--- src/rtl/alu_pkg.sv ---
// Shared definitions for the ALU sharing arbiter: ALUCtl codes,
// opcode width and the sequencer state encoding.
package alu_pkg;

    localparam int unsigned OP_W = 4;

    localparam logic [OP_W-1:0] ALU_ADD  = 4'd0;
    localparam logic [OP_W-1:0] ALU_SUB  = 4'd1;
    localparam logic [OP_W-1:0] ALU_SLL  = 4'd2;
    localparam logic [OP_W-1:0] ALU_SLT  = 4'd3;
    localparam logic [OP_W-1:0] ALU_SLTU = 4'd4;
    localparam logic [OP_W-1:0] ALU_XOR  = 4'd5;
    localparam logic [OP_W-1:0] ALU_SRL  = 4'd6;
    localparam logic [OP_W-1:0] ALU_SRA  = 4'd7;
    localparam logic [OP_W-1:0] ALU_OR   = 4'd8;
    localparam logic [OP_W-1:0] ALU_AND  = 4'd9;
    localparam logic [OP_W-1:0] ALU_BNE  = 4'd10;
    localparam logic [OP_W-1:0] ALU_BLT  = 4'd11;
    localparam logic [OP_W-1:0] ALU_BGE  = 4'd12;
    localparam logic [OP_W-1:0] ALU_BLTU = 4'd13;
    localparam logic [OP_W-1:0] ALU_BGEU = 4'd14;

    typedef enum logic [1:0] {
        ST_IDLE = 2'd0,
        ST_EXEC = 2'd1,
        ST_RESP = 2'd2
    } arb_state_t;

endpackage

--- src/rtl/rr_pick.sv ---
// Combinational requester picker: returns a one-hot grant, its index and
// an any-valid flag. Default is round-robin starting at ptr; with
// ALU_ARB_FIXED_PRIO_EN defined the lowest asserted index wins and ptr
// is ignored.
module rr_pick
    import alu_pkg::*;
#(
    parameter int unsigned NREQ = 2,
    parameter int unsigned IDW  = $clog2(NREQ)
) (
    input  logic [NREQ-1:0] valid,
    input  logic [IDW-1:0]  ptr,
    output logic [NREQ-1:0] grant,
    output logic [IDW-1:0]  idx,
    output logic            any
);

`ifdef ALU_ARB_FIXED_PRIO_EN
    logic unused_ptr;
    assign unused_ptr = ^ptr;
`endif

    // Scan requesters in priority order and take the first valid one
    always_comb begin
        int unsigned j;
        grant = '0;
        idx   = '0;
        any   = 1'b0;
        j     = 0;
        for (int unsigned k = 0; k < NREQ; k++) begin
`ifdef ALU_ARB_FIXED_PRIO_EN
            j = k;
`else
            j = (32'(ptr) + k) % NREQ;
`endif
            if (!any && valid[j]) begin
                any      = 1'b1;
                grant[j] = 1'b1;
                idx      = IDW'(j);
            end
        end
    end

endmodule

--- src/rtl/alu_share_arb.sv ---
// Shares one single-cycle ALU among NREQ requesters. One operation is in
// flight at a time: IDLE arbitrates and latches the request, EXEC presents
// the registered operands to the ALU and captures its outputs, RESP holds
// the response until the owning requester accepts it.
// Optional macro: ALU_ARB_FIXED_PRIO_EN selects fixed lowest-index priority
// instead of round-robin.
module alu_share_arb
    import alu_pkg::*;
#(
    parameter  int unsigned WIDTH = 32,
    parameter  int unsigned NREQ  = 2,
    localparam int unsigned IDW   = $clog2(NREQ)
) (
    input  logic                  clk,
    input  logic                  rst,
    input  logic [NREQ-1:0]       req_valid,
    output logic [NREQ-1:0]       req_ready,
    input  logic [OP_W*NREQ-1:0]  req_op,
    input  logic [WIDTH*NREQ-1:0] req_a,
    input  logic [WIDTH*NREQ-1:0] req_b,
    output logic [NREQ-1:0]       rsp_valid,
    input  logic [NREQ-1:0]       rsp_ready,
    output logic [WIDTH-1:0]      rsp_result,
    output logic                  rsp_zero,
    output logic [IDW-1:0]        rsp_id,
    output logic [WIDTH-1:0]      alu_src_a,
    output logic [WIDTH-1:0]      alu_src_b,
    output logic [OP_W-1:0]       alu_ctl,
    input  logic [WIDTH-1:0]      alu_result,
    input  logic                  alu_zero
);

    arb_state_t       state, state_n;
    logic [OP_W-1:0]  op_q;
    logic [WIDTH-1:0] a_q, b_q, res_q;
    logic             zero_q;
    logic [IDW-1:0]   id_q;
    logic [IDW-1:0]   rr_ptr;
    logic [NREQ-1:0]  pick_grant;
    logic [IDW-1:0]   pick_idx;
    logic             pick_any;
    logic             req_fire, rsp_fire;

    rr_pick #(
        .NREQ (NREQ),
        .IDW  (IDW)
    ) u_pick (
        .valid (req_valid),
        .ptr   (rr_ptr),
        .grant (pick_grant),
        .idx   (pick_idx),
        .any   (pick_any)
    );

    // Next-state and handshake decode; req_ready is suppressed during reset
    // so no request is accepted on a reset edge
    always_comb begin
        state_n   = state;
        req_ready = '0;
        rsp_valid = '0;
        req_fire  = 1'b0;
        rsp_fire  = 1'b0;
        unique case (state)
            ST_IDLE: begin
                if (!rst && pick_any) begin
                    req_ready = pick_grant;
                    req_fire  = 1'b1;
                    state_n   = ST_EXEC;
                end
            end
            ST_EXEC: state_n = ST_RESP;
            ST_RESP: begin
                rsp_valid[id_q] = 1'b1;
                if (rsp_ready[id_q]) begin
                    rsp_fire = 1'b1;
                    state_n  = ST_IDLE;
                end
            end
            default: state_n = ST_IDLE;
        endcase
    end

    // State register
    always_ff @(posedge clk) begin
        if (rst) state <= ST_IDLE;
        else     state <= state_n;
    end

    // Operand latch on request handshake, ALU capture at the end of EXEC
    always_ff @(posedge clk) begin
        if (rst) begin
            op_q   <= ALU_ADD;
            a_q    <= '0;
            b_q    <= '0;
            id_q   <= '0;
            res_q  <= '0;
            zero_q <= 1'b0;
        end else begin
            if (req_fire) begin
                op_q <= req_op[OP_W*pick_idx +: OP_W];
                a_q  <= req_a[WIDTH*pick_idx +: WIDTH];
                b_q  <= req_b[WIDTH*pick_idx +: WIDTH];
                id_q <= pick_idx;
            end
            if (state == ST_EXEC) begin
                res_q  <= alu_result;
                zero_q <= alu_zero;
            end
        end
    end

`ifdef ALU_ARB_FIXED_PRIO_EN
    assign rr_ptr = '0;
`else
    // Round-robin pointer moves just past the requester that was served
    always_ff @(posedge clk) begin
        if (rst) begin
            rr_ptr <= '0;
        end else if (rsp_fire) begin
            if (id_q == IDW'(NREQ - 1)) rr_ptr <= '0;
            else                        rr_ptr <= id_q + IDW'(1);
        end
    end
`endif

    assign alu_src_a  = a_q;
    assign alu_src_b  = b_q;
    assign alu_ctl    = op_q;
    assign rsp_result = res_q;
    assign rsp_zero   = zero_q;
    assign rsp_id     = id_q;

endmodule

--- config.mk ---
export PLATFORM = sky130hd
export DESIGN_NAME = alu_share_arb
export DESIGN_NICKNAME = d
export VERILOG_FILES = /design/src/rtl/alu_pkg.sv /design/src/rtl/rr_pick.sv /design/src/rtl/alu_share_arb.sv
export SDC_FILE = /design/constraint.sdc
export NUM_CORES = 1
export LEC_CHECK = 0
export CORE_ASPECT_RATIO = 0.7
export CORE_MARGIN = 2
export CORE_UTILIZATION = 40
export DETAILED_ROUTE_END_ITERATION = 10
export GPL_ROUTABILITY_DRIVEN = 0
export PLACE_DENSITY = 0.88
export SLEW_MARGIN = 20
export SYNTH_ARGS = -nofsm -noshare
export SYNTH_HDL_FRONTEND = slang
export SYNTH_SLANG_ARGS = --single-unit
--- constraint.sdc ---
create_clock -name clk -period 2.55 [get_ports clk]
set_input_delay 0.51 -clock clk [delete_from_list [all_inputs] [get_ports clk]]
set_output_delay 0.51 -clock clk [all_outputs]
set_load 0.02 [all_outputs]
==> out/results.ini <==
[run_status]
outcome = complete, no violations

[job]
maxCapViolations = 0

[clock_tree]
path_clk_slew_ns = 0.07
clkLatencyLatePin_ns = 0.33
cts_setup_buffers = 0
cts_tree = built
cts_sinks = 105
htree_levels = 3
cts-root-buf = clkbuf_16
clockBufferDepth = 2
cts_made_buffers = 9

[route]
num_vias = 4429
vias_per_cell = 4.97
drt_iter0_drc = 118
routedWlPerCell_um = 15.6
wirelength_um = 13900
post-route-drc-count = 0
antenna_left = 0
first_pass_iters = 4

[setup_path]
crit_start = req_valid[1]
reg2reg_to = alu_src_b[27]
rrSetupSlack_ns = 0.75
max_stage_delay_ns = 0.60
cp_common_cell = clkdlybuf4s50_1
path_class = primary input to output port
critPathSlowestCell = clkdlybuf4s50_1
path_max_fanout = 2
rr_startpoint = rr_ptr
endpoint_kind = output port
path_cells = clkdlybuf4s50_1 -> buf_4 -> nand2_1 -> and3_1 -> clkdlybuf4s50_1
ff2ff_path_depth = 5
startpoint_type = primary input
crit_end = req_ready[0]
arrival_ns = 1.97
required_ns = 2.04

[grt]
first_global_vias = 4314
grt_usage_pct = 22.1
globalRouteOverflowTotal = 0
antenna_found_initial = 0
grt_max_degree = 139
grt_first_pass_wirelength_um = 21200

[yosys]
synth_top_cell_area_share_pct = 47.4
netlist_area_mm2 = 0.00444
synth_fp_nets = 649
netlist_top_cells_count = dfxtp_1, nand2_1, mux2i_1
ys_seq_area_share_pct = 47.4
synth_most_common_cell = dfxtp_1
ys_ff_latch = 105
yosysUniqueCellTypes = 23
synth_enable_flop_cells = 0
synth_ff_type = dfxtp_1
synthCells = 474
yosys-top-cells-area = dfxtp_1, mux2i_1, nand3b_1, nand2_1, o21ai_0
avgSynthCellArea_um2 = 9.36
yosysTopAreaCell = dfxtp_1
yosysWarningCount = 0
ys_async_sr_fraction_pct = 0

[sta]
hold_violations = 0
max_freq_ghz = 0.403
slew_headroom_pct = 53.6
skew_ns = 0.00570
fin_crit_ns = 2.48
tightestPinTransition_ns = 0.696
setup_viol = 0
rsz0062_at_grt = false
drv_slew = 0
finalCritPeriodShare_pct = 97.3

[floorplan]
die_width_um = 130
placementRows = 32
die-area_mm2 = 0.0120
fp.dieH_um = 92.1
core_mm2 = 0.0109
initial_core_util_pct = 40.6
io-pin-count = 281

[power_and_ir_drop]
switching_share_pct = 28.9
power_frac_comb_pct = 28.3
pwr-share-clk_pct = 29.3
p_leak_nw = 3.02
p_int_mw = 3.20
p_sw_mw = 1.30
seq_power_share_pct = 42.3
peakVddDrop_mv = 0.344
power.density_mw_per_mm2 = 595

[final_layout]
insertedDiodeCount = 0
layoutNonFillerInstCount = 892
final_core_util_pct = 69.3
area_growth_pct = 70.7
nets = 909
drive_gt1_share_pct = 4.47

[placed_design]
port_buffers = 280
numPlacedInstances = 876
dpl.hpwl_um = 10300

[hold_path]
hp-class = register to register

-- worst min-delay path by stage --
stage | endpoint | slack (ns) | startpoint | depth (start not counted)
2_1_floorplan | rr_ptr | 0.46 | rr_ptr | 2
3_3_place_gp | rsp_result[8] | 0.44 | rsp_result[8] | 2
3_5_place_dp | rsp_result[21] | 0.45 | rsp_result[21] | 2
4_1_cts | rsp_result[21] | 0.46 | rsp_result[21] | 2
5_1_grt | rsp_result[21] | 0.47 | rsp_result[21] | 2
6_report | rsp_result[7] | 0.46 | rsp_result[7] | 2
-- timing repair --
action / 4_1_cts / 5_1_grt
hold buffers: 0 / 0
gates resized for setup: 1 / 0
setup endpoints to repair: 1 / 0
-- registers in the layout, summed over array words and instances (netlist names) --
register,cells
rr_ptr,1
alu_src_a,32
state,2
alu_ctl,4
rsp_id,1
rsp_result,32
alu_src_b,32
rsp_zero,1
-- cell usage in the layout (no fill, tap or decap), drive strengths merged --
master,count
or3,1
dlygate4sd2,1
clkbuf,10
and3,1
clkdlybuf4s50,278
nor2,1
clkinvlp,1
nand2,70
buf,12
nor2b,2
inv,4
nor3,1
a21oi,37
dfxtp,105
nand3b,68
or2,1
and2,1
o21ai,70
and2b,1
nand2b,1
mux2i,69
clkinv,3
nor4,1
-- cell families after synthesis --
family / count (synthesis) / share of synthesized area, %
AOI/OAI and AO/OA: 107 / 12.2
buffers and inverters: 44 / 5.89
DFF: 105 / 47.4
muxes: 69 / 15.6
and+or+nand+nor: 149 / 19.0
-- power groups by stage --
| stage | logic, mW | registers, mW | clock network, mW |
|---|---|---|---|
| global route | 1.36 | 1.93 | 1.42 |
| finish | 1.28 | 1.91 | 1.32 |
| detailed placement | 1.28 | 1.94 | 0 |
| floorplan | 0.404 | 2.13 | 0 |
| global placement | 1.25 | 1.93 | 0 |
| CTS | 1.29 | 1.91 | 1.36 |
-- final cells by class --
class | instances | area, um^2
fillers | 838 | 3350
well taps | 153 | 191
repair buffers | 291 | 2890
multi-input cells | 325 | 2100
clock buffers | 10 | 239
inverters | 2 | 7.51
clock inverters | 6 | 50.0
flip-flops and latches | 105 | 2100
-- routing by layer --
| metal | share of wire [%] | vias to the layer above | GRT usage (%) |
|---|---|---|---|
| li1 | - | 2169 | - |
| met1 | 40 | 2067 | 24.5 |
| met2 | 50 | 177 | 40.9 |
| met3 | 7.7 | 16 | 6.36 |
| met4 | 1.7 | 0 | 6.45 |
| met5 | 0 | - | 0 |
-- metrics by stage --
step / area, um^2 / setup TNS (ns) / power (mW) / hold WS, ns / setup WS, ns
finish: 7580 / 0 / 4.50 / 0.457 / 0.0692
global route: 7580 / 0 / 4.71 / 0.473 / 0.0302
CTS: 7580 / 0 / 4.55 / 0.456 / 0.0695
detailed placement: 7290 / 0 / 3.22 / 0.446 / 0.00312
global placement: 7290 / -0.0197 / 3.18 / 0.442 / -0.0197
floorplan: 4440 / 0 / 2.54 / 0.462 / 0.489
-- worst max-delay path, delay by kind of cell --
kind	cells	cell delay [ns]
buf+inv	3	1.25
simple gates	2	0.21
No activity file was read; power rests on OpenSTA's default activity.
